===== src/rtl/loader_pkg.sv =====
// Shared types and constants for the program loader.
package loader_pkg;

   typedef enum logic [2:0] {
      S_IDLE,
      S_LEN_HI,
      S_LEN_LO,
      S_DATA,
      S_CHECK,
      S_DRAIN,
      S_DONE,
      S_ERROR
   } state_e;

   localparam int HDR_BYTES      = 2;
   localparam int BYTES_PER_WORD = 4;
   localparam int ADDR_STRIDE    = 4;

endpackage


===== src/rtl/program_loader_if.sv =====
// Byte-stream input and instruction-memory write port of the loader.
interface program_loader_if;

   logic        byte_valid_i;
   logic [7:0]  byte_data_i;
   logic        byte_ready_o;
   logic        wr_en_o;
   logic [31:0] wr_addr_o;
   logic [31:0] wr_data_o;

   modport slave (
      input  byte_valid_i,
      input  byte_data_i,
      output byte_ready_o,
      output wr_en_o,
      output wr_addr_o,
      output wr_data_o
   );

   modport master (
      output byte_valid_i,
      output byte_data_i,
      input  byte_ready_o,
      input  wr_en_o,
      input  wr_addr_o,
      input  wr_data_o
   );

endinterface


===== src/rtl/word_assembler.sv =====
// Big-endian 8->32 assembler; word_valid_o flags the 4th byte of a word.
module word_assembler
   import loader_pkg::*;
(
   input  logic        clk,
   input  logic        reset,
   input  logic        clear_i,
   input  logic        byte_en_i,
   input  logic [7:0]  byte_i,
   output logic [31:0] word_o,
   output logic        word_valid_o
);

   logic [23:0] shift_q, shift_d;
   logic [1:0]  cnt_q, cnt_d;

   always_comb begin
      shift_d = shift_q;
      cnt_d   = cnt_q;
      if (clear_i) begin
         shift_d = '0;
         cnt_d   = '0;
      end else if (byte_en_i) begin
         shift_d = {shift_q[15:0], byte_i};
         cnt_d   = cnt_q + 2'd1;
      end
   end

   always_ff @(posedge clk) begin
      if (!reset) begin
         shift_q <= '0;
         cnt_q   <= '0;
      end else begin
         shift_q <= shift_d;
         cnt_q   <= cnt_d;
      end
   end

   assign word_o       = {shift_q, byte_i};
   assign word_valid_o = byte_en_i && !clear_i &&
                         (cnt_q == 2'(BYTES_PER_WORD - 1));

endmodule


===== src/rtl/program_loader.sv =====
// Streams a program image into instruction memory, holding the core in reset.
// Define PROGRAM_LOADER_CHECKSUM_EN to expect a trailing XOR checksum byte.
module program_loader
   import loader_pkg::*;
#(
   parameter int MEMORY_DEPTH = 32
) (
   input  logic             clk,
   input  logic             reset,
   input  logic             start_i,
   program_loader_if.slave  bus,
   output logic             cpu_reset_o,
   output logic             busy_o,
   output logic             done_o,
   output logic             error_o
);

   localparam int IW = $clog2(MEMORY_DEPTH) + 1;

`ifdef PROGRAM_LOADER_CHECKSUM_EN
   localparam state_e TAIL_ST = S_CHECK;
`else
   localparam state_e TAIL_ST = S_DRAIN;
`endif

   state_e          state_q, state_d;
   logic [15:0]     len_q, len_d;
   logic [IW-1:0]   idx_q, idx_d;
   logic            wr_en_q, wr_en_d;
   logic [31:0]     wr_addr_q, wr_addr_d;
   logic [31:0]     wr_data_q, wr_data_d;
   logic            ready, xfer, clr;
   logic            asm_en, word_valid, last_word;
   logic [31:0]     word;
   logic [15:0]     n_full;
`ifdef PROGRAM_LOADER_CHECKSUM_EN
   logic [7:0]      csum_q, csum_d;
`endif

   assign ready = (state_q == S_LEN_HI) || (state_q == S_LEN_LO) ||
                  (state_q == S_DATA) || (state_q == S_CHECK);
   assign xfer  = bus.byte_valid_i && ready;
   assign asm_en = xfer && (state_q == S_DATA);
   assign n_full = {len_q[15:8], bus.byte_data_i};
   assign last_word = (16'(idx_q) + 16'd1) == len_q;

   word_assembler u_asm (
      .clk          (clk),
      .reset        (reset),
      .clear_i      (clr),
      .byte_en_i    (asm_en),
      .byte_i       (bus.byte_data_i),
      .word_o       (word),
      .word_valid_o (word_valid)
   );

   always_comb begin
      state_d   = state_q;
      len_d     = len_q;
      idx_d     = idx_q;
      wr_en_d   = 1'b0;
      wr_addr_d = wr_addr_q;
      wr_data_d = wr_data_q;
      clr       = 1'b0;
`ifdef PROGRAM_LOADER_CHECKSUM_EN
      csum_d    = csum_q;
`endif
      unique case (state_q)
         S_IDLE, S_DONE, S_ERROR: begin
            if (start_i) begin
               state_d = S_LEN_HI;
               len_d   = '0;
               idx_d   = '0;
               clr     = 1'b1;
`ifdef PROGRAM_LOADER_CHECKSUM_EN
               csum_d  = '0;
`endif
            end
         end
         S_LEN_HI: begin
            if (xfer) begin
               len_d[15:8] = bus.byte_data_i;
               state_d     = S_LEN_LO;
            end
         end
         S_LEN_LO: begin
            if (xfer) begin
               len_d = n_full;
               if (n_full > 16'(MEMORY_DEPTH)) state_d = S_ERROR;
               else if (n_full == 16'd0)       state_d = TAIL_ST;
               else                            state_d = S_DATA;
            end
         end
         S_DATA: begin
            if (xfer) begin
`ifdef PROGRAM_LOADER_CHECKSUM_EN
               csum_d = csum_q ^ bus.byte_data_i;
`endif
               if (word_valid) begin
                  wr_en_d   = 1'b1;
                  wr_addr_d = 32'(idx_q) * 32'(ADDR_STRIDE);
                  wr_data_d = word;
                  idx_d     = idx_q + IW'(1);
                  if (last_word) state_d = TAIL_ST;
               end
            end
         end
`ifdef PROGRAM_LOADER_CHECKSUM_EN
         S_CHECK: begin
            if (xfer) begin
               state_d = (bus.byte_data_i == csum_q) ? S_DRAIN : S_ERROR;
            end
         end
`endif
         // Extra cycle so the last write lands before the core wakes.
         S_DRAIN: state_d = S_DONE;
         default: state_d = S_IDLE;
      endcase
   end

   always_ff @(posedge clk) begin
      if (!reset) begin
         state_q   <= S_IDLE;
         len_q     <= '0;
         idx_q     <= '0;
         wr_en_q   <= 1'b0;
         wr_addr_q <= '0;
         wr_data_q <= '0;
`ifdef PROGRAM_LOADER_CHECKSUM_EN
         csum_q    <= '0;
`endif
      end else begin
         state_q   <= state_d;
         len_q     <= len_d;
         idx_q     <= idx_d;
         wr_en_q   <= wr_en_d;
         wr_addr_q <= wr_addr_d;
         wr_data_q <= wr_data_d;
`ifdef PROGRAM_LOADER_CHECKSUM_EN
         csum_q    <= csum_d;
`endif
      end
   end

   assign bus.byte_ready_o = ready;
   assign bus.wr_en_o      = wr_en_q;
   assign bus.wr_addr_o    = wr_addr_q;
   assign bus.wr_data_o    = wr_data_q;
   assign cpu_reset_o      = (state_q == S_DONE);
   assign done_o           = (state_q == S_DONE);
   assign error_o          = (state_q == S_ERROR);
   assign busy_o           = ready || (state_q == S_DRAIN);

endmodule


===== src/flat_wrapper.sv =====
// flat-port wrapper written by rule: the top's interface ports become plain ports
module program_loader_flat import loader_pkg::*;
#(
   parameter int MEMORY_DEPTH = 32
)
  (clk, reset, start_i, cpu_reset_o, busy_o, done_o, error_o, bus_byte_valid_i, bus_byte_data_i, bus_byte_ready_o, bus_wr_en_o, bus_wr_addr_o, bus_wr_data_o);
  program_loader_if bus_i ();
  input  logic clk;
  input  logic reset;
  input  logic start_i;
  output logic cpu_reset_o;
  output logic busy_o;
  output logic done_o;
  output logic error_o;
  input wire logic [$bits(bus_i.byte_valid_i)-1:0] bus_byte_valid_i;
  input wire logic [$bits(bus_i.byte_data_i)-1:0] bus_byte_data_i;
  output wire logic [$bits(bus_i.byte_ready_o)-1:0] bus_byte_ready_o;
  output wire logic [$bits(bus_i.wr_en_o)-1:0] bus_wr_en_o;
  output wire logic [$bits(bus_i.wr_addr_o)-1:0] bus_wr_addr_o;
  output wire logic [$bits(bus_i.wr_data_o)-1:0] bus_wr_data_o;
  assign bus_i.byte_valid_i = bus_byte_valid_i;
  assign bus_i.byte_data_i = bus_byte_data_i;
  assign bus_byte_ready_o = bus_i.byte_ready_o;
  assign bus_wr_en_o = bus_i.wr_en_o;
  assign bus_wr_addr_o = bus_i.wr_addr_o;
  assign bus_wr_data_o = bus_i.wr_data_o;
  program_loader #(.MEMORY_DEPTH(MEMORY_DEPTH)) u_core (.clk(clk), .reset(reset), .start_i(start_i), .bus(bus_i), .cpu_reset_o(cpu_reset_o), .busy_o(busy_o), .done_o(done_o), .error_o(error_o));
endmodule

===== config.mk =====
export PLATFORM = sky130hd
export DESIGN_NAME = program_loader_flat
export DESIGN_NICKNAME = d
export VERILOG_FILES = /design/src/rtl/loader_pkg.sv /design/src/rtl/program_loader_if.sv /design/src/rtl/word_assembler.sv /design/src/rtl/program_loader.sv /design/src/flat_wrapper.sv
export SDC_FILE = /design/constraint.sdc
export NUM_CORES = 1
export LEC_CHECK = 0
export ABC_CLOCK_PERIOD_IN_PS = 2800
export CORE_MARGIN = 1.5
export CORE_UTILIZATION = 35
export CTS_BUF_LIST = sky130_fd_sc_hd__clkbuf_4 sky130_fd_sc_hd__clkbuf_8
export DETAILED_ROUTE_END_ITERATION = 8
export GPL_TIMING_DRIVEN = 0
export PLACE_DENSITY = 0.61
export SLEW_MARGIN = 20
export SYNTH_ARGS = -nofsm -noshare
export SYNTH_HDL_FRONTEND = slang
export SYNTH_SLANG_ARGS = --single-unit

===== constraint.sdc =====
create_clock -name clk -period 2.8 [get_ports clk]
set_input_delay 0.56 -clock clk [delete_from_list [all_inputs] [get_ports clk]]
set_output_delay 0.56 -clock clk [all_outputs]
set_load 0.01 [all_outputs]

==> flow_metrics.py <==
metrics = {
    "setup_path": {
        "crit_chain": "buf_2 > nor3_1 > a21oi_1 > clkdlybuf4s50_1",
        "crit_family": "buffers and inverters",
        "required_ps": 2240,
        "start_kind": "flip-flop",
        "r2r_slack_ps": 680,
        "slowest_stage": "clkdlybuf4s50_1",
        "reg2reg_from": "u_core.idx_q[1]",
        "critical_path_arrival_ps": 1930,
        "worstPathMaxFanout": 10,
        "cpPeakStageDelay_ps": 610,
        "end_kind": "output port",
        "ff2ff_path_depth": 6,
        "crit_type": "reg -> out",
        "crit_buf_inv": 2,
        "r2r-end": "u_core.state_q[1]",
    },
    "synth": {
        "ys.warnings.count": 0,
        "yosysTopAreaCellShare_pct": 45.5,
        "synth_edf_count": 0,
        "ys_ff_latch": 90,
        "synth_top_cells_by_count": "nand2_1, dfxtp_1, a21boi_1, a21oi_1, buf_4",
        "async_reset_ff_share_pct": 0,
        "postSynthCellCount": 487,
        "synth_seq_area_share_pct": 45.5,
        "synth_area_leaders": "dfxtp_1, nand2_1, a21boi_1",
        "synth.most_common_cell": "nand2_1",
        "synth.distinct_cells": 48,
        "synth_flop_cell": "dfxtp_1",
        "syn_area_sq_mm": 0.00396,
        "synth_top_cell_by_area": "dfxtp_1",
        "avgSynthCellArea_sq_um": 8.12,
    },
    "global_routing": {
        "grt_pass1_wl_mm": 15.8,
        "track_usage_pct": 17.2,
        "antenna_found_initial": 0,
        "grt_remaining_overflow": 0,
        "grt_pass1_vias": 3146,
        "grt_max_degree": 15,
    },
    "clock_tree": {
        "clk_pin_slew_ps": 90,
        "post-cts-setup-buffers": 0,
        "clock-root-buffer": "clkbuf_8",
        "cts_resized": 0,
        "cts_made_buffers": 9,
        "cts-root-to-sink-buffers": 2,
        "cts.sinks": 90,
        "clk_latency_ps": 370,
        "cts_tree": "yes",
        "htree_levels": 3,
        "cts_hold_buf": 0,
    },
    "finish": {
        "multi_input_area_sq_mm": 0.00188,
        "stdcell_count": 722,
        "drive_above_1_share_pct": 8.93,
        "area_delta_synth_final_pct": 25.6,
        "register_area_sq_mm": 0.00180,
        "nets": 592,
        "fill_cells": 1108,
        "diodes": 0,
    },
    "die": {
        "dieArea_sq_mm": 0.0120,
        "dieHeight_um": 109,
        "die_w_um": 109,
        "start_util_pct": 36.2,
        "rows": 38,
        "core_sq_mm": 0.0109,
        "io_pins": 82,
    },
    "timing": {
        "skew_ps": 8.97,
        "drv_slew": 0,
        "slew_headroom_pct": 49.9,
        "rsz0062_at_grt": "false",
        "worst_slew_pin_slew_ps": 749,
        "hold_violations": 0,
        "fin_crit_sh_pct": 89.1,
        "holdWs_ps": 456,
        "maxClockFrequency_ghz": 0.401,
        "setup_tns_ps": 0,
        "setup_viol": 0,
        "min_period_ps": 2490,
    },
    "pwr": {
        "peakVddDrop_mv": 0.278,
        "power_density_mw_per_mm2": 587,
        "p_leak_nw": 1.82,
    },
    "min_path": {
        "hp-class": "reg -> reg",
        "hp-start": "u_core.bus.wr_data_o[26]",
        "hold_depth": 2,
        "hold_path_end": "u_core.bus.wr_data_o[26]",
    },
    "routing": {
        "antenna_left": 0,
        "avgViaCountPerCell": 4.68,
        "drcViolationCount": 0,
        "vias": 3380,
        "drt_first_pass_iters": 5,
        "wirelength_mm": 9.61,
        "drt-initial-drc-count": 174,
        "avgRoutedWirePerCell_um": 13.3,
    },
    "flow_run": {
        "drv_cap": 0,
    },
    "run_status": {
        "status": "complete, no violations",
    },
    "placement": {
        "dp_hpwl_mm": 6.91,
        "gp_congestion": 0.840,
        "dp_cells": 707,
        "port_buffers": 55,
    },
}
==> per-layer routing <==
metal	part of all wire [%]	GRT usage, %
met1	48	23.5
met2	44	25.7
met3	6.0	4.45
met4	2.0	6.86
met5	0	0
==> placed cells by master, fill, tap and decap left out, drive strengths merged, types with 2 or more instances in the layout <==
cell           netlist  routed
and3                10      10
a21boi              43      43
a21oi               28      28
a22oi                8       8
or2                  2       2
o21a                 9       9
buf                 34      34
nor4                 3       3
or3                  4       4
clkdlybuf4s50        0      55
nor2                20      20
nor3                 2       2
clkinv               0       2
or4                  2       2
inv                 11      12
o21ai                6       6
nand2              140     140
clkbuf              20      31
dfxtp               90      90
mux2i                2       2
ha                   2       2
a31oi                3       3
conb                 1      26
nor2b               12      12
xor2                 3       3
xnor2                8       8
nand3                4       4
and2                 3       3
==> registers in the layout, summed over array words and instances, names as in the netlist <==
name,cells
u_core.bus.wr_data_o,32
u_core.len_q,16
u_core.idx_q,6
u_core.state_q,3
u_core.bus.wr_addr_o,6
u_core.bus.wr_en_o,1
u_core.u_asm.cnt_q,2
u_core.u_asm.shift_q,24
==> cell type report <==
type / instances / share of cell area [%]
inverter: 11 / 0.831
multi-input combinational: 356 / 37.9
clock buffer: 11 / 2.80
sequential: 90 / 36.3
clock inverter: 4 / 1.06
buffer: 55 / 6.55
timing repair buffer: 55 / 11.1
tap: 140 / 3.53
==> cells by family (layout without fill, tap and decap cells) <==
kind of cell	count (synthesis)	in the layout	synth area share, %
and+or+nand+nor	207	207	22.9
AOI/OAI and AO/OA	107	107	18.4
xor gates and xnor gates	11	11	2.44
other	1	26	0.0948
adders and majority gates	2	2	0.632
DFF	90	90	45.5
muxes	3	3	0.791
buffers and inverters	66	136	9.27
==> worst reg2reg max path, stage by stage, from the launching register on <==
cell	delay [ps]
dfxtp_1	450
ha_1	270
nand3_1	220
or3_1	360
a31oi_1	210
o221ai_1	170
o31a_1	330
==> power by group <==
group	switching, W	total (W)	leakage [nW]	internal, W
logic	0.000385	0.000658	0.990	0.000273
registers	0.0000326	0.00136	0.726	0.00133
clock network	0.000465	0.000897	0.101	0.000432
==> through the flow <==
step                      worst slack (ps)  instance area [sq um]  util, %  total power (W)
after global placement                7.16                   4780     43.7          0.00203
after detailed placement              46.4                   4780     43.7          0.00205
after floorplan                        740                   4050        -          0.00185
final                                  305                   4970     45.4          0.00291
after CTS                              295                   4970     45.4          0.00294
after global routing                   175                   4970     45.4          0.00309
==> worst max path at each step <==
stage | from | to | slack, ps | depth (start not counted)
floorplan | bus_byte_data_i[1] | u_core.state_q[1] | 740 | 4
global placement | bus_byte_valid_i | u_core.bus.wr_data_o[31] | 7 | 8
detailed placement | bus_byte_valid_i | u_core.bus.wr_addr_o[7] | 50 | 8
CTS | u_core.state_q[2] | busy_o | 300 | 4
global route | u_core.state_q[2] | busy_o | 170 | 4
finish | u_core.state_q[2] | busy_o | 310 | 4
Note: power is estimated with default switching activity, not from simulation.
